**config.mk**
```make
export PLATFORM = sky130hd
export DESIGN_NAME = multicycle_main_control
export DESIGN_NICKNAME = d
export VERILOG_FILES = /design/src/rtl/multicycle_main_control.sv
export SDC_FILE = /design/constraint.sdc
export NUM_CORES = 1
export LEC_CHECK = 0
export ABC_AREA = 1
export CAP_MARGIN = 20
export CELL_PAD_IN_SITES_DETAIL_PLACEMENT = 1
export CELL_PAD_IN_SITES_GLOBAL_PLACEMENT = 1
export CORE_ASPECT_RATIO = 1.5
export CORE_MARGIN = 2
export CORE_UTILIZATION = 24
export DETAILED_ROUTE_END_ITERATION = 12
export PLACE_DENSITY_LB_ADDON = 0.1
export SYNTH_ARGS = -nofsm -noshare
export SYNTH_HDL_FRONTEND = slang
export SYNTH_SLANG_ARGS = --single-unit
```
**constraint.sdc**
```tcl
create_clock -name clk -period 2.6 [get_ports clk]
set_input_delay 0.26 -clock clk [delete_from_list [all_inputs] [get_ports clk]]
set_output_delay 0.26 -clock clk [all_outputs]
set_load 0.005 [all_outputs]
```
**src/rtl/multicycle_main_control.sv**
```systemverilog
// Moore main-control FSM for the multicycle MIPS datapath (fetch/decode/execute/memory/writeback).
// Optional feature: define MC_ADDI_EN to implement the addi path (ADDIEX -> ADDIWB).
module multicycle_main_control #(
    parameter int STATE_W = 4
) (
    input  logic               clk,
    input  logic               reset,
    input  logic [5:0]         Op,
    input  logic               mem_ready,
    output logic               PCWrite,
    output logic               PCWriteCond,
    output logic               IorD,
    output logic               MemRead,
    output logic               MemWrite,
    output logic               MemtoReg,
    output logic               IRWrite,
    output logic [1:0]         PCSource,
    output logic [1:0]         AluOp,
    output logic               AluSrcA,
    output logic [1:0]         AluSrcB,
    output logic               RegWrite,
    output logic               RegDst,
    output logic               illegal_op,
    output logic [STATE_W-1:0] state_out
);

    typedef enum logic [STATE_W-1:0] {
        FETCH  = STATE_W'(0),
        DECODE = STATE_W'(1),
        MEMADR = STATE_W'(2),
        MEMRD  = STATE_W'(3),
        MEMWB  = STATE_W'(4),
        MEMWR  = STATE_W'(5),
        EXEC   = STATE_W'(6),
        RWB    = STATE_W'(7),
        BEQ    = STATE_W'(8),
        JUMP   = STATE_W'(9),
        ADDIEX = STATE_W'(10),
        ADDIWB = STATE_W'(11)
    } state_e;

    localparam logic [5:0] OP_RTYPE = 6'b000000;
    localparam logic [5:0] OP_LW    = 6'b100011;
    localparam logic [5:0] OP_SW    = 6'b101011;
    localparam logic [5:0] OP_BEQ   = 6'b000100;
    localparam logic [5:0] OP_J     = 6'b000010;
    localparam logic [5:0] OP_ADDI  = 6'b001000;

    state_e state_q;
    state_e state_d;

    // State register, asynchronously returned to FETCH.
    always_ff @(posedge clk or posedge reset) begin
        if (reset) begin
            state_q <= FETCH;
        end else begin
            state_q <= state_d;
        end
    end

    // Next-state and Moore output decode; everything is forced low while reset is held
    // so no write strobe survives reset assertion.
    always_comb begin
        state_d     = FETCH;
        PCWrite     = 1'b0;
        PCWriteCond = 1'b0;
        IorD        = 1'b0;
        MemRead     = 1'b0;
        MemWrite    = 1'b0;
        MemtoReg    = 1'b0;
        IRWrite     = 1'b0;
        PCSource    = 2'b00;
        AluOp       = 2'b00;
        AluSrcA     = 1'b0;
        AluSrcB     = 2'b00;
        RegWrite    = 1'b0;
        RegDst      = 1'b0;
        illegal_op  = 1'b0;
        state_out   = {STATE_W{1'b0}};
        if (reset) begin
            state_d = FETCH;
        end else begin
            state_out = state_q;
            case (state_q)
                FETCH: begin
                    MemRead = 1'b1;
                    AluSrcB = 2'b01;
                    IRWrite = mem_ready;
                    PCWrite = mem_ready;
                    if (mem_ready) begin
                        state_d = DECODE;
                    end else begin
                        state_d = FETCH;
                    end
                end
                DECODE: begin
                    AluSrcB = 2'b11;
                    case (Op)
                        OP_RTYPE: state_d = EXEC;
                        OP_LW:    state_d = MEMADR;
                        OP_SW:    state_d = MEMADR;
                        OP_BEQ:   state_d = BEQ;
                        OP_J:     state_d = JUMP;
`ifdef MC_ADDI_EN
                        OP_ADDI:  state_d = ADDIEX;
`endif
                        default: begin
                            state_d    = FETCH;
                            illegal_op = 1'b1;
                        end
                    endcase
                end
                MEMADR: begin
                    AluSrcA = 1'b1;
                    AluSrcB = 2'b10;
                    if (Op == OP_LW) begin
                        state_d = MEMRD;
                    end else begin
                        state_d = MEMWR;
                    end
                end
                MEMRD: begin
                    MemRead = 1'b1;
                    IorD    = 1'b1;
                    if (mem_ready) begin
                        state_d = MEMWB;
                    end else begin
                        state_d = MEMRD;
                    end
                end
                MEMWB: begin
                    RegWrite = 1'b1;
                    MemtoReg = 1'b1;
                    state_d  = FETCH;
                end
                MEMWR: begin
                    MemWrite = 1'b1;
                    IorD     = 1'b1;
                    if (mem_ready) begin
                        state_d = FETCH;
                    end else begin
                        state_d = MEMWR;
                    end
                end
                EXEC: begin
                    AluSrcA = 1'b1;
                    AluOp   = 2'b10;
                    state_d = RWB;
                end
                RWB: begin
                    RegWrite = 1'b1;
                    RegDst   = 1'b1;
                    state_d  = FETCH;
                end
                BEQ: begin
                    AluSrcA     = 1'b1;
                    AluOp       = 2'b01;
                    PCWriteCond = 1'b1;
                    PCSource    = 2'b01;
                    state_d     = FETCH;
                end
                JUMP: begin
                    PCWrite  = 1'b1;
                    PCSource = 2'b10;
                    state_d  = FETCH;
                end
`ifdef MC_ADDI_EN
                ADDIEX: begin
                    AluSrcA = 1'b1;
                    AluSrcB = 2'b10;
                    state_d = ADDIWB;
                end
                ADDIWB: begin
                    RegWrite = 1'b1;
                    state_d  = FETCH;
                end
`endif
                default: begin
                    state_d = FETCH;
                end
            endcase
        end
    end

endmodule

```
### After elaboration in Yosys (flattened, before gate mapping)

Index checks and enable logic that the tools add are counted.

* equal/unequal tests: 13
* multiplexer cells: 37
* reductions and logical operators: 8

Operator list (count)
* $pmux W4 S6: 1
* $mux W1: 23
* $eq A4 B3 Y1 const B: 4
* $pmux W4 S4: 1
* $eq A6 B6 Y1 const B: 2
* $mux W3: 3
* $eq A4 B2 Y1 const B: 2
* $eq A4 B4 Y1 const B: 2
* $mux W4: 2
* $pmux W2 S2: 2
* $reduce_or A2 Y1: 4
* $eq A6 B2 Y1 const B: 1
* $eq A6 B3 Y1 const B: 1
* $logic_not A6 Y1: 1
* $mux W2: 3
* $pmux W2 S3: 1
* $reduce_or A5 Y1: 1
* $eq A4 B1 Y1 const B: 1
* $logic_not A4 Y1: 1
* $reduce_or A3 Y1: 1
* $pmux W1 S2: 1

* input port bits: 9
* register bits: 4
* output and inout port bits: 21

### Longest topological paths before layout

* depth in word-level cells: 5
* depth in mapped cells: 9
* gate-level depth less buffers: 9

### Worst setup path before layout

No wires, ideal clock.

* kind: register to output
* from: register state_q[2]
* to: output illegal_op
* stages on the path, launching flop included: 6
* slack: 1.345 ns
* buffers on the path: 0
* data arrival time: 0.995 ns
* cells stage by stage: dfrtp_1 -> nor2_4 -> inv_1 -> nor2_2 -> nand2_1 -> nor3_2

* word-level cells in the longest chain between the ends: 3

RTL lines
* start, declared: RTL line 49 `state_e state_q;`
* start signal, assigned: RTL line 57 `state_q <= state_d;`
* $eq A4 B1 Y1: RTL line 84 `case (state_q)`
* $mux W1: RTL line 84
* $mux W1: RTL line 80 `if (reset) begin`
* end, declared: RTL line 23 `output logic illegal_op,`

No other way between the ends.

### Worst setup path in the final report

Ends and elaborated chain as after synthesis.

==> results.md <==
- Outcome: completed
- Reg-to-Reg End: state_q[0]
- Tot GR Track Use: 0.144
- Comb pwr share: 0.292
- Clk_lat worst skew: 0.24 ns
- CTS tree: yes
- Diodes inserted: 0
- Critical Path AT: 1.82 ns
- Total power: 0.202 mW
- Row cnt: 20
- Final Max Slew Viols: 0
- Area grow syn2layout: 62.5%
- Layout cell share with drive strength beyond 1: 0.123
- Final wirelength: 1710 um
- Clk network pwr share: 0.381
- Synth Register Bits: 4
- CTS Buf Count: 3
- First-pass GRT wire length: 2880 um
- Peak VDD IR: 0.000167 V
- Crit. Startpoint: state_q[2]
- Sequential share of the synthesized area: 0.190
- Net Sw Power: 0.0561 mW
- Worst path slowest cell: clkdlybuf4s50_1
- Total congestion overflow: 0
- Crit-path cells: nor2_4 -> inv_1 -> nor2_2 -> nand2_1 -> nor3_2 -> clkdlybuf4s50_1
- DR WL/cell: 11.2 um
- Min Tclk post-route: 2.08 ns
- Final Hold Fails: 0
- Worst setup path end: illegal_op
- Syn Nets: 109
- H-tree Lvls: 1
- Internal: 0.146 mW
- Total Nets Final: 141
- Min-delay worst type: in -> async
- Die area: 0.00259 mm^2
- Die Y: 61.4 um
- Boundary Pins: 30
- Netlist cell types: 18
- Fin crit share: 0.800
- Via density per instance: 4.64
- Hold slack: 0.578 ns
- Leak: 0.416 nW
- Largest net degree at the start of global routing: 10
- Synth area leader: nor2_1
- Net Sw Frac: 0.277
- Post-Synthesis Cells: 100
- Clock Sinks: 4
- Reg clk slew, reported paths: 0.04 ns
- Slew HR: 0.836
- Post-CTS Setup Bufs: 0
- Setup TNS: 0 ns
- Flop pwr share: 0.327
- Vias: 706
- Max-cap violations: 0
- Critical path required time: 2.34 ns
- Iter 0 DRT Violations: 3
- Syn_area_per_cell: 5.27 um^2
- Power per Cell Area: 236 mW/mm^2
- Worst R2R Setup Slack: 1.39 ns
- Vias in the first global route: 660
- Hold_buf cts: 0
- Worst Tran Pin Value: 0.245 ns
- CP peak stage delay: 0.51 ns
- CP max FO: 5
- R2R cell count: 7
- Largest register FFs: 4
- Synth area leaders: nor2_1 21%, dfrtp_1 19%, nand2_1 14%
- Initial antenna violation count: 0
- CP Class: reg -> out
- Worst setup SP type: flip-flop
- Count of final setup violators: 0
- Post-synth top area share: 0.214
- RSZ-0062 raised after global routing: false
- Routed Antenna Nets: 0
- Worst Clk Skew: 0.00193 ns
- Yosys warns: 0
- Reg2reg start: state_q[1]
- Placeable Area: 0.00205 mm^2
- 1st-pass router iterations: 3
- Root Driver: clkbuf_4
- Max Root-Sink Buffers: 2
- Post-CTS sizing: 0
- DRC violations left: 0
- Initial Utilization: 0.257
- Largest Register: state_q
- Post-synthesis cell area: 527 um^2
- # port buffers: 29
- Die width: 42.3 um
- GPL Wtd Cong: 0.774
- Crit end category: output pin
- Post-DP HPWL: 1530 um
- Biggest regs: state_q x4
- F_max: 0.481 GHz
-- cell usage in the layout, fill, tap and decap left out, drive strengths merged, types with 2 or more instances in the layout --
cell type and count:
a21oi 3, nor2 35, clkbuf 3, clkdlybuf4s50 29, nand3 7, nor3 2
inv 19, nand2 22, nand4 2, dfrtp 4
-- critical path: cells and delay by family, from the launching register on --
family / cells / cell delay [ns]
AND/OR/NAND/NOR: 4 / 0.54
flip-flops: 1 / 0.44
buffers and inverters: 2 / 0.60
-- power by group through the flow --
| stage | clock network (mW) | logic (mW) | registers (mW) |
|---|---|---|---|
| finish | 0.0771 | 0.0592 | 0.0661 |
| global placement | 0 | 0.0591 | 0.0669 |
| floorplan | 0 | 0.0265 | 0.0662 |
| global route | 0.0819 | 0.0665 | 0.0663 |
| CTS | 0.0801 | 0.0603 | 0.0661 |
| detailed placement | 0 | 0.0600 | 0.0668 |
-- worst min path at each step --
stage / cells past startpoint / start / end / slack (ns)
floorplan: 2 / reset / state_q[0] / 0.24
global placement: 5 / state_q[3] / state_q[1] / 0.77
detailed placement: 5 / state_q[3] / state_q[1] / 0.78
CTS: 3 / reset / state_q[1] / 0.57
global route: 3 / reset / state_q[1] / 0.61
finish: 3 / reset / state_q[1] / 0.58
-- layer usage --
metal | vias to the layer above | wire, um | global-route usage | share of wire
li1 | 366 | - | - | -
met1 | 319 | 621 | 0.158 | 0.36
met2 | 19 | 1010 | 0.292 | 0.59
met3 | 2 | 61 | 0.0117 | 0.036
met4 | 0 | 17 | 0.0402 | 0.0099
met5 | - | 0 | 0 | 0
-- layout make-up --
type	count	area, um^2
repair buffers	30	298
flip-flops and latches	4	100
fillers	300	1200
well taps	22	27.5
clock buffers	3	22.5
inverters	19	71.3
multi-input cells	74	337
-- logic make-up (layout without fill, tap and decap cells) --
logic type | after synthesis | in the layout | share of synthesized area
AOI/OAI and AO/OA | 5 | 5 | 0.0523
DFF | 4 | 4 | 0.190
and+or+nand+nor | 69 | 69 | 0.587
buffers and inverters | 22 | 52 | 0.171
-- synthesized netlist by cell type --
cell and number:
inv_2 3, inv_1 16, nand3b_1 1, nor3_1 1, buf_4 2, nand4_1 2, nor2_4 1, nand3_1 7
nor3_2 1, nor2_2 4, a31oi_1 1, dfrtp_1 4, nand2_2 3, nand2_1 19, a21oi_1 3, o22ai_1 1
nor2_1 30, clkbuf_1 1
-- through the flow --
step / utilization / instance area, um^2 / cells / setup slack (ns)
after global placement: 0.406 / 833 / 149 / 0.571
after CTS: 0.417 / 856 / 152 / 0.491
after floorplan: - / 527 / 100 / 1.35
final: 0.417 / 856 / 152 / 0.519
after global routing: 0.417 / 856 / 152 / 0.360
after detailed placement: 0.406 / 833 / 149 / 0.545
Power figures use the tool's default switching activity.
